<file path="src/rtl/dmem_arb_pkg.sv">
// dmem_arb_pkg: shared encodings, FSM states and the captured-request record for dmem_arbiter.
package dmem_arb_pkg;

    localparam logic [1:0] SZ_BYTE = 2'b00;
    localparam logic [1:0] SZ_HALF = 2'b01;
    localparam logic [1:0] SZ_WORD = 2'b10;

    typedef enum logic [1:0] {IDLE, ACCESS, WRITE, RESP} state_t;

    typedef struct packed {
        logic        we;
        logic [1:0]  size;
        logic        uns;
        logic [31:0] addr;
        logic [31:0] wdata;
        logic        port;
    } owner_t;

    // Reserved size counts as an error alongside misaligned half/word accesses.
    function automatic logic bad_access(input logic [1:0] size, input logic [1:0] a);
        return size == SZ_HALF ? a[0] : size == SZ_WORD ? a != 2'b00 : size != SZ_BYTE;
    endfunction

endpackage

</file>
<file path="src/rtl/dmem_arbiter_if.sv">
// dmem_arbiter_if: both requester ports plus the memory word port of dmem_arbiter.
interface dmem_arbiter_if;
    logic        p0_req, p0_we, p0_unsigned, p0_gnt, p0_rvalid, p0_err;
    logic [1:0]  p0_size;
    logic [31:0] p0_addr, p0_wdata, p0_rdata;
    logic        p1_req, p1_we, p1_unsigned, p1_gnt, p1_rvalid, p1_err;
    logic [1:0]  p1_size;
    logic [31:0] p1_addr, p1_wdata, p1_rdata;
    logic        mem_we;
    logic [31:0] mem_addr, mem_wdata, mem_rdata;

    modport master (
        output p0_req, p0_we, p0_size, p0_unsigned, p0_addr, p0_wdata,
        input  p0_gnt, p0_rvalid, p0_rdata, p0_err,
        output p1_req, p1_we, p1_size, p1_unsigned, p1_addr, p1_wdata,
        input  p1_gnt, p1_rvalid, p1_rdata, p1_err,
        input  mem_we, mem_addr, mem_wdata,
        output mem_rdata
    );

    modport slave (
        input  p0_req, p0_we, p0_size, p0_unsigned, p0_addr, p0_wdata,
        output p0_gnt, p0_rvalid, p0_rdata, p0_err,
        input  p1_req, p1_we, p1_size, p1_unsigned, p1_addr, p1_wdata,
        output p1_gnt, p1_rvalid, p1_rdata, p1_err,
        output mem_we, mem_addr, mem_wdata,
        input  mem_rdata
    );
endinterface

</file>
<file path="src/rtl/dmem_lane_merge.sv">
// dmem_lane_merge: little-endian lane extract/extend for loads and lane replace for sub-word stores.
module dmem_lane_merge
    import dmem_arb_pkg::*;
(
    input  logic [31:0] word,
    input  logic [1:0]  off,
    input  logic [1:0]  size,
    input  logic        uns,
    input  logic [31:0] wdata,
    output logic [31:0] ldata,
    output logic [31:0] sdata
);
    logic [7:0]  b;
    logic [15:0] h;

    always_comb begin
        b = word[8*off +: 8];
        h = off[1] ? word[31:16] : word[15:0];
        ldata = size == SZ_BYTE ? {{24{b[7] & ~uns}}, b} :
                size == SZ_HALF ? {{16{h[15] & ~uns}}, h} : word;
        sdata = word;
        if (size == SZ_BYTE)
            sdata[8*off +: 8] = wdata[7:0];
        else if (size == SZ_HALF)
            sdata[16*off[1] +: 16] = wdata[15:0];
        else
            sdata = wdata;
    end
endmodule

</file>
<file path="src/rtl/dmem_arbiter.sv">
// dmem_arbiter: two-port arbiter/sequencer for a single-cycle word memory (RMW for sub-word stores).
// Define DMEM_ARB_RR_EN for round-robin arbitration; default is fixed priority to port 0.
module dmem_arbiter
    import dmem_arb_pkg::*;
(
    input logic           clk,
    input logic           rst,
    dmem_arbiter_if.slave bus
);
    state_t      state, nxt;
    owner_t      own, req_cap;
    logic [31:0] merge_q, result_q, ldata, sdata;
    logic        err_q, win, any_req, grant, cap_err, resp, sub_store;

    assign any_req = bus.p0_req | bus.p1_req;

`ifdef DMEM_ARB_RR_EN
    logic prio;
    always_ff @(posedge clk)
        if (rst) prio <= 1'b0;
        else if (grant) prio <= ~win;
    assign win = (bus.p0_req & bus.p1_req) ? prio : bus.p1_req;
`else
    assign win = ~bus.p0_req;
`endif

    assign req_cap = win ? {bus.p1_we, bus.p1_size, bus.p1_unsigned, bus.p1_addr, bus.p1_wdata, 1'b1}
                         : {bus.p0_we, bus.p0_size, bus.p0_unsigned, bus.p0_addr, bus.p0_wdata, 1'b0};
    assign cap_err   = bad_access(req_cap.size, req_cap.addr[1:0]);
    assign sub_store = own.we & (own.size != SZ_WORD);
    assign grant     = (state == IDLE) & any_req & ~rst;
    assign resp      = (state == RESP) & ~rst;

    // One lane unit serves both phases: live memory word on loads, merge register on the write.
    dmem_lane_merge u_lane (
        .word  (state == WRITE ? merge_q : bus.mem_rdata),
        .off   (own.addr[1:0]),
        .size  (own.size),
        .uns   (own.uns),
        .wdata (own.wdata),
        .ldata (ldata),
        .sdata (sdata)
    );

    always_ff @(posedge clk)
        state <= rst ? IDLE : nxt;

    always_comb begin
        nxt = state;
        case (state)
            IDLE:    nxt = any_req ? (cap_err ? RESP : ACCESS) : IDLE;
            ACCESS:  nxt = sub_store ? WRITE : RESP;
            WRITE:   nxt = RESP;
            default: nxt = IDLE;
        endcase
    end

    always_ff @(posedge clk)
        if (rst) begin
            own      <= '0;
            merge_q  <= '0;
            result_q <= '0;
            err_q    <= 1'b0;
        end else if (grant) begin
            own      <= req_cap;
            result_q <= '0;
            err_q    <= cap_err;
        end else if (state == ACCESS) begin
            result_q <= own.we ? result_q : ldata;
            merge_q  <= own.we ? bus.mem_rdata : merge_q;
        end

    assign bus.mem_we    = ~rst & ((state == ACCESS & own.we & ~sub_store) | state == WRITE);
    assign bus.mem_addr  = {own.addr[31:2], 2'b00};
    assign bus.mem_wdata = state == WRITE ? sdata : own.wdata;

    assign bus.p0_gnt    = grant & ~win;
    assign bus.p1_gnt    = grant & win;
    assign bus.p0_rvalid = resp & ~own.port;
    assign bus.p1_rvalid = resp & own.port;
    assign bus.p0_rdata  = bus.p0_rvalid ? result_q : '0;
    assign bus.p1_rdata  = bus.p1_rvalid ? result_q : '0;
    assign bus.p0_err    = bus.p0_rvalid & err_q;
    assign bus.p1_err    = bus.p1_rvalid & err_q;
endmodule

</file>
<file path="src/flat_wrapper.sv">
// flat-port wrapper written by rule: the top's interface ports become plain ports
module dmem_arbiter_flat import dmem_arb_pkg::*;
  (clk, rst, bus_p0_req, bus_p0_we, bus_p0_size, bus_p0_unsigned, bus_p0_addr, bus_p0_wdata, bus_p0_gnt, bus_p0_rvalid, bus_p0_rdata, bus_p0_err, bus_p1_req, bus_p1_we, bus_p1_size, bus_p1_unsigned, bus_p1_addr, bus_p1_wdata, bus_p1_gnt, bus_p1_rvalid, bus_p1_rdata, bus_p1_err, bus_mem_we, bus_mem_addr, bus_mem_wdata, bus_mem_rdata);
  dmem_arbiter_if bus_i ();
  input logic clk;
  input logic rst;
  input wire logic [$bits(bus_i.p0_req)-1:0] bus_p0_req;
  input wire logic [$bits(bus_i.p0_we)-1:0] bus_p0_we;
  input wire logic [$bits(bus_i.p0_size)-1:0] bus_p0_size;
  input wire logic [$bits(bus_i.p0_unsigned)-1:0] bus_p0_unsigned;
  input wire logic [$bits(bus_i.p0_addr)-1:0] bus_p0_addr;
  input wire logic [$bits(bus_i.p0_wdata)-1:0] bus_p0_wdata;
  output wire logic [$bits(bus_i.p0_gnt)-1:0] bus_p0_gnt;
  output wire logic [$bits(bus_i.p0_rvalid)-1:0] bus_p0_rvalid;
  output wire logic [$bits(bus_i.p0_rdata)-1:0] bus_p0_rdata;
  output wire logic [$bits(bus_i.p0_err)-1:0] bus_p0_err;
  input wire logic [$bits(bus_i.p1_req)-1:0] bus_p1_req;
  input wire logic [$bits(bus_i.p1_we)-1:0] bus_p1_we;
  input wire logic [$bits(bus_i.p1_size)-1:0] bus_p1_size;
  input wire logic [$bits(bus_i.p1_unsigned)-1:0] bus_p1_unsigned;
  input wire logic [$bits(bus_i.p1_addr)-1:0] bus_p1_addr;
  input wire logic [$bits(bus_i.p1_wdata)-1:0] bus_p1_wdata;
  output wire logic [$bits(bus_i.p1_gnt)-1:0] bus_p1_gnt;
  output wire logic [$bits(bus_i.p1_rvalid)-1:0] bus_p1_rvalid;
  output wire logic [$bits(bus_i.p1_rdata)-1:0] bus_p1_rdata;
  output wire logic [$bits(bus_i.p1_err)-1:0] bus_p1_err;
  output wire logic [$bits(bus_i.mem_we)-1:0] bus_mem_we;
  output wire logic [$bits(bus_i.mem_addr)-1:0] bus_mem_addr;
  output wire logic [$bits(bus_i.mem_wdata)-1:0] bus_mem_wdata;
  input wire logic [$bits(bus_i.mem_rdata)-1:0] bus_mem_rdata;
  assign bus_i.p0_req = bus_p0_req;
  assign bus_i.p0_we = bus_p0_we;
  assign bus_i.p0_size = bus_p0_size;
  assign bus_i.p0_unsigned = bus_p0_unsigned;
  assign bus_i.p0_addr = bus_p0_addr;
  assign bus_i.p0_wdata = bus_p0_wdata;
  assign bus_p0_gnt = bus_i.p0_gnt;
  assign bus_p0_rvalid = bus_i.p0_rvalid;
  assign bus_p0_rdata = bus_i.p0_rdata;
  assign bus_p0_err = bus_i.p0_err;
  assign bus_i.p1_req = bus_p1_req;
  assign bus_i.p1_we = bus_p1_we;
  assign bus_i.p1_size = bus_p1_size;
  assign bus_i.p1_unsigned = bus_p1_unsigned;
  assign bus_i.p1_addr = bus_p1_addr;
  assign bus_i.p1_wdata = bus_p1_wdata;
  assign bus_p1_gnt = bus_i.p1_gnt;
  assign bus_p1_rvalid = bus_i.p1_rvalid;
  assign bus_p1_rdata = bus_i.p1_rdata;
  assign bus_p1_err = bus_i.p1_err;
  assign bus_mem_we = bus_i.mem_we;
  assign bus_mem_addr = bus_i.mem_addr;
  assign bus_mem_wdata = bus_i.mem_wdata;
  assign bus_i.mem_rdata = bus_mem_rdata;
  dmem_arbiter u_core (.clk(clk), .rst(rst), .bus(bus_i));
endmodule
</file>
<file path="config.mk">
export PLATFORM = sky130hd
export DESIGN_NAME = dmem_arbiter_flat
export DESIGN_NICKNAME = d
export VERILOG_FILES = /design/src/rtl/dmem_arb_pkg.sv /design/src/rtl/dmem_arbiter_if.sv /design/src/rtl/dmem_lane_merge.sv /design/src/rtl/dmem_arbiter.sv /design/src/flat_wrapper.sv
export SDC_FILE = /design/constraint.sdc
export NUM_CORES = 1
export LEC_CHECK = 0
export CELL_PAD_IN_SITES_DETAIL_PLACEMENT = 0
export CELL_PAD_IN_SITES_GLOBAL_PLACEMENT = 1
export CORE_ASPECT_RATIO = 1.2
export CORE_MARGIN = 5
export CORE_UTILIZATION = 35
export CTS_CLUSTER_SIZE = 10
export DETAILED_ROUTE_END_ITERATION = 16
export GPL_TIMING_DRIVEN = 1
export MAX_ROUTING_LAYER = met4
export PLACE_DENSITY = 0.95
export RECOVER_POWER = 100
export REMOVE_ABC_BUFFERS = 1
export SLEW_MARGIN = 25
export SYNTH_ARGS = -nofsm -noshare
export SYNTH_HDL_FRONTEND = slang
export SYNTH_SLANG_ARGS = --single-unit
</file>
<file path="constraint.sdc">
create_clock -name clk -period 4.4 [get_ports clk]
set_clock_uncertainty 0.2 [all_clocks]
set_input_delay 0.66 -clock clk [delete_from_list [all_inputs] [get_ports clk]]
set_output_delay 0.66 -clock clk [all_outputs]
set_load 0.03 [all_outputs]
</file>
==> results.cfg, run 1 <==
[outcome]
status = finished, violations left
violations = capacitance limit, slew limit

[floorplan]
fp.dieW_um = 150.3
die-height_um = 178.4
coreArea_um2 = 23200
start_util_pct = 35.66
io_pins = 307
rows = 61
dieArea_um2 = 26820

[clock_tree]
cts.hold.buffers_added = 0
h-tree-depth = 4
cts_buffers = 17
cts_setup_buffers = 0
cts_resized = 0
clk_latency_ns = 0.43
path_clk_slew_ns = 0.06
cts.sinks = 136
clk_path_buf_depth = 2
clock_tree.root_cell = clkbuf_16
cts_tree = built

[routing]
first_iter_violations = 613
drt_wl_total_mm = 29.04
dr.pass1.iters = 5
antenna_left = 0
viasPerCell = 5.307
vias = 8098
wl_per_cell_um = 19.03
drc = 0

[power]
vdd_drop_max_mv = 0.3460
power.total_mw = 6.717
swShare_pct = 43.92
intPower_mw = 3.767
power_density_nw_per_um2 = 567.2
seqPwrFrac_pct = 27.2
clkPwrFrac_pct = 21.0
leakagePower_nw = 4.706
p_sw_mw = 2.950
p_comb_share_pct = 51.8

[global_routing]
busiest_layer = met2
grt_antenna_before_repair = 0
grtUsageMet2_pct = 34.84
globalRouteMet3Util_pct = 3.888
grt_pass1_wl_mm = 43.19
grt_overflow = 0
grt_pass1_vias = 7691
grt_max_degree = 64
grt_use_met1_pct = 25.25
grt_use_total_pct = 21.20

[sta]
hold_viol_final = 0
rsz0062_at_grt = no
clock.fmax_mhz = 244.3
relSlewSlack_pct = -38.60
post-route-min-period_ns = 4.093
post-route-period-util_pct = 93.01
finalSetupTns_ns = 0
setup_violations = 0
worst_pin_slew_ns = 2.079
holdWs_ns = 0.2443
slew_violations = 64

[synth]
syn_inst = 972
ys_types = 65
dominantRegCellSynth = dfxtp_1
synth_seq_cells = 136
syn_area_um2 = 8273
ys_seq_area_share_pct = 32.91
synthArstFlopShare_pct = 0
synth_edf_count = 0
syn_avg_cell_area_um2 = 8.511
ys.warnings.count = 0

[cells_and_area]
antenna_cells = 0
layout.nets = 1382
finalNonFillerCells = 1526
drive_gt1_share_pct = 8.588
fillers = 2250
area_growth_pct = 43.15

[place]
dp.cells = 1496
globalplace.congestion = 0.9598
io_buffers = 304
dp.final_hpwl_mm = 22.14

[min_path]
min_path_type = reg -> reg

[critical_path]
cp.arrival_ns = 3.23
start_kind = flip-flop
crit_type = reg -> out
end_kind = output port
required_ns = 3.54
crit_fanout = 21

[flow_run]
cap_violations = 2
## worst paths after layout
path / endpoint / slack [ns] / startpoint / depth (start not counted)
max: bus_mem_wdata[6] / 0.31 / u_core.state[0] / 7
min: u_core.bus.mem_addr[17] / 0.24 / u_core.bus.mem_addr[17] / 2
max reg2reg: u_core.own[17] / 0.66 / u_core.state[0] / 6
min reg2reg: u_core.bus.mem_addr[17] / 0.24 / u_core.bus.mem_addr[17] / 2
## routing by layer
| layer | wire length (um) | up-vias |
|---|---|---|
| met1 | 11720 | 3737 |
| met5 | 0 | - |
| met4 | 1143 | 0 |
| li1 | - | 3945 |
| met2 | 14140 | 345 |
| met3 | 2041 | 71 |
## power by group through the flow
stage                     Sequential [mW]  Clock (mW)  Combinational [mW]
after global placement               1.84           0                3.57
final                                1.83        1.41                3.48
after floorplan                      1.98           0                1.96
after global routing                 1.87        1.48                3.74
after CTS                            1.83        1.43                3.62
after detailed placement             1.86           0                3.60
## cells by family after synthesis
family | synth area share (%)
AND/OR/NAND/NOR | 17.76
AO/OA/AOI/OAI | 22.94
flip-flops | 32.91
buffers and inverters | 8.364
multiplexers | 16.47
adder cells (fa/ha/maj) | 1.512
other | 0.04533
## cells in the mapped netlist, drive strengths merged, types with 3 or more instances
cell type / number / share of area, %
a21oi: 87 / 5.4
nand2: 102 / 4.7
clkbuf: 43 / 2.0
a211oi: 62 / 5.7
dfxtp: 136 / 33
a32oi: 9 / 0.95
nand2b: 18 / 1.4
a22o: 9 / 0.95
a21o: 7 / 0.64
a31oi: 20 / 1.7
inv: 11 / 0.50
nor3b: 3 / 0.33
o32ai: 3 / 0.32
nor2: 67 / 3.1
ha: 10 / 1.5
and3b: 3 / 0.32
o21ai: 48 / 2.9
mux4: 16 / 4.4
a221oi: 6 / 0.64
mux2i: 78 / 9.4
and2: 69 / 5.2
mux2: 19 / 2.6
nand3: 14 / 0.91
o22ai: 3 / 0.23
o2111ai: 7 / 0.74
a221o: 3 / 0.36
nor2b: 6 / 0.45
buf: 73 / 5.9
a22oi: 17 / 1.6
## placed cells by master, fill, tap and decap left out, types with 3 or more instances in the layout
| master | Yosys | final |
|---|---|---|
| a32oi_1 | 9 | 9 |
| nor2_1 | 66 | 66 |
| mux2_1 | 0 | 8 |
| a221o_1 | 3 | 3 |
| a21oi_1 | 85 | 85 |
| a221oi_1 | 6 | 6 |
| o32ai_1 | 3 | 3 |
| mux2_2 | 18 | 10 |
| mux4_2 | 15 | 15 |
| dfxtp_1 | 136 | 136 |
| nand3_1 | 13 | 13 |
| dlygate4sd3_1 | 0 | 112 |
| o21ai_0 | 44 | 46 |
| clkinv_2 | 0 | 4 |
| ha_1 | 10 | 9 |
| buf_4 | 38 | 21 |
| o22ai_1 | 3 | 3 |
| a22oi_1 | 16 | 16 |
| inv_1 | 10 | 11 |
| a21o_1 | 7 | 7 |
| and2_1 | 68 | 68 |
| buf_12 | 0 | 10 |
| clkdlybuf4s50_1 | 0 | 172 |
| a31oi_1 | 19 | 19 |
| nand2_1 | 101 | 101 |
| clkinvlp_4 | 0 | 3 |
| mux2i_1 | 78 | 78 |
| and3b_1 | 3 | 3 |
| clkbuf_1 | 43 | 8 |
| a22o_1 | 9 | 9 |
| a211oi_1 | 61 | 61 |
| clkbuf_16 | 0 | 17 |
| nor2b_1 | 6 | 5 |
| o2111ai_1 | 7 | 7 |
| nand2b_1 | 18 | 18 |
## metrics by stage
stage          instance area (um2)  utilization (%)  worst slack (ns)
2_1_floorplan                 7626                -            0.3829
3_3_place_gp                 11370            49.02            0.8452
3_5_place_dp                 11380            49.03            0.8524
4_1_cts                      11950            51.48            0.4278
5_1_grt                      11840            51.04            0.2135
6_report                     11840            51.04            0.3075
## registers in the layout (all words and copies together), names as in the netlist
register,count
u_core.bus.mem_addr,30
u_core.state,2
u_core.err_q,1
u_core.result_q,32
u_core.own,39
u_core.merge_q,32
## worst max-delay path: stages, from the launching register on
cell           delay [ns]
dfxtp_1              0.34
inv_1                0.09
ha_2                 0.55
and2b_1              0.27
o21ai_2              0.19
a41o_1               0.39
a22o_1               0.29
dlygate4sd3_1        0.69
## final cells by class
type                       count  area [um2]  area share [%]
timing repair buffer         324        3238           27.34
multi-input combinational    710        4878           41.19
clock buffer                  18       439.2           3.708
tap                          315       394.1           3.328
sequential                   136        2723           22.99
clock inverter                12       128.9           1.088
inverter                      11       41.29          0.3487
Power figures use the tool's default switching activity.
==> run 2: changes to the inputs <==
Settings changed: ABC_AREA from default to 1, CORE_UTILIZATION 35 to 33, TNS_END_PERCENT from default to 30.
==> results.cfg, run 2 <==
[sta]
hold_viol_final = 0
setup_violations = 0
relSlewSlack_pct = -71.59
setup_slack_ns = 0.2618
slew_violations = 74
holdWs_ns = 0.2664
finalSetupTns_ns = 0
worst_pin_slew_ns = 2.564
post-route-period-util_pct = 94.05
clock.fmax_mhz = 241.6
rsz0062_at_grt = no
post-route-min-period_ns = 4.138

[global_routing]
grtUsageMet2_pct = 36.82
grt_use_total_pct = 22.65
globalRouteMet3Util_pct = 3.888
grt_use_met1_pct = 27.47
grt_pass1_wl_mm = 51.85
grt_pass1_vias = 9772
grt_max_degree = 70
busiest_layer = met2
grt_overflow = 0
grt_antenna_before_repair = 3

[synth]
synth_common_cells = nand2_1 (423), nor2_1 (157), dfxtp_1 (136)
synth_edf_count = 0
synthArstFlopShare_pct = 0
synth_most_common_cell = nand2_1
syn_avg_cell_area_um2 = 6.249
ys.warnings.count = 0
syn_area_um2 = 8611
synth_area_leaders = dfxtp_1 (32%), nand2_1 (18%), a21oi_1 (7.6%)
synth_top_area_share_pct = 31.62
ys_types = 37
synth_seq_cells = 136
yosysTopAreaCell = dfxtp_1
dominantRegCellSynth = dfxtp_1
syn_inst = 1378
ys_seq_area_share_pct = 31.62

[cells_and_area]
final_common_cell = nand2_1
regMostFlops = u_core.own
layout.nets = 1780
area_growth_pct = 40.41
drive_gt1_share_pct = 5.028
largest_register_ffs = 39
mostFrequentLayoutCells = nand2_1 (423), clkdlybuf4s50_1 (170), nor2_1 (158), dfxtp_1 (136), a21oi_1 (130)
final_util_pct = 47.18
top_regs = u_core.own (39), u_core.merge_q (32), u_core.result_q (32)

[place]
dp.final_hpwl_mm = 24.14
io_buffers = 304
globalplace.congestion = 0.9003
place_ws_ns = 0.8950

[clock_tree]
h-tree-depth = 4
cts_setup_buffers = 0
path_clk_slew_ns = 0.06
cts_buffers = 17
cts.hold.buffers_added = 0
cts.sinks = 136
clk_path_buf_depth = 2
clk_latency_ns = 0.42
cts_resized = 0
clock_tree.root_cell = clkbuf_16
cts_tree = built

[critical_path]
crit_fanout = 33
cp.arrival_ns = 3.28
slowest_delay_ns = 1.05
required_ns = 3.54
start_kind = flip-flop
end_kind = output port
cp_slowest_cell = clkbuf_1
crit_chain = inv_1 -> ha_1 -> nand2_1 -> clkbuf_1 -> inv_1 -> nand3_1 -> a21oi_1 -> clkdlybuf4s50_1
ff2ff_setup_slack_ns = 0.42
crit_type = reg -> out
crit_top_cell = inv_1

[floorplan]
rows = 64
die-height_um = 187.0
fp.dieW_um = 157.5
start_util_pct = 33.60
dieArea_um2 = 29440
coreArea_um2 = 25620
io_pins = 307

[routing]
viasPerCell = 5.044
vias = 9810
wl_per_cell_um = 17.09
drc = 0
first_iter_violations = 865
drt_wl_total_mm = 33.24
dr.pass1.iters = 5
antenna_left = 0

[min_path]
min_path_type = reg -> reg

[flow_run]
cap_violations = 2

[power]
leakagePower_nw = 5.106
vdd_drop_max_mv = 0.2893
power.total_mw = 6.066
power_density_nw_per_um2 = 501.7

[outcome]
violations = capacitance limit, slew limit
status = finished, violations left
[run 2: changes by cell type in the layout (fill, tap and decap cells not counted), sizes merged, moves of 16 or more]
cell | previous run | this run
a21oi | 87 | 131
inv | 12 | 76
a211oi | 62 | 0
mux4 | 16 | 0
nand2 | 102 | 427
and2 | 69 | 15
a21boi | 0 | 64
nand2b | 18 | 0
mux2i | 78 | 1
a31oi | 20 | 1
nand3 | 14 | 106
mux2 | 19 | 0
nor2 | 67 | 162
o21ai | 48 | 87
[run 2: metrics by stage]
step | cells | cell area (um2)
after floorplan | 1256 | 7894
after detailed placement | 1909 | 11500
after CTS | 1941 | 12140
final | 1945 | 12090
after global routing | 1944 | 12090
after global placement | 1909 | 11500
[run 2: logic make-up (layout without fill, tap and decap cells)]
logic type	count (synthesis)	in the layout	synth area share, %
AND/OR/NAND/NOR	719	719	34.22
AO/OA/AOI/OAI	310	310	20.78
buffers and inverters	201	433	11.77
flip-flops	136	136	31.62
adder cells (fa/ha/maj)	10	10	1.453
other	1	6	0.04355
multiplexers	1	1	0.1162
[run 2: path summary, 6_finish.rpt]
check | startpoint | endpoint | cells after the start
min reg2reg | u_core.result_q[5] | u_core.result_q[5] | 2
min | u_core.result_q[5] | u_core.result_q[5] | 2
max reg2reg | u_core.state[1] | u_core.result_q[19] | 7
max | u_core.state[1] | bus_mem_we | 8
[run 2: area by class of cell]
| class | instances | area [um2] |
|---|---|---|
| Antenna cell | 4 | 10.01 |
| Clock buffer | 18 | 439.2 |
| Clock inverter | 14 | 196.4 |
| Fill cell | 2645 | 13530 |
| Inverter | 78 | 292.8 |
| Multi-Input combinational cell | 1042 | 4860 |
| Sequential cell | 136 | 2723 |
| Tap cell | 330 | 412.9 |
| Timing Repair Buffer | 323 | 3157 |
[run 2: per-layer routing]
| layer | vias up | routed length [um] |
|---|---|---|
| li1 | 4877 | - |
| met1 | 4440 | 13440 |
| met2 | 421 | 16090 |
| met3 | 72 | 2531 |
| met4 | 0 | 1172 |
| met5 | - | 0 |
[run 2: critical path, delay by kind of cell (launching register included)]
kind	cells	cell delay, ns
AOI/OAI and AO/OA	1	0.10
DFF	1	0.39
adders and majority gates	1	0.22
and+or+nand+nor	2	0.21
buffers and inverters	4	1.94
[run 2: report_power, final]
part           switching (mW)  internal [mW]
registers               0.156           1.44
clock network           0.600          0.968
logic                    1.94          0.960
total                    2.70           3.37
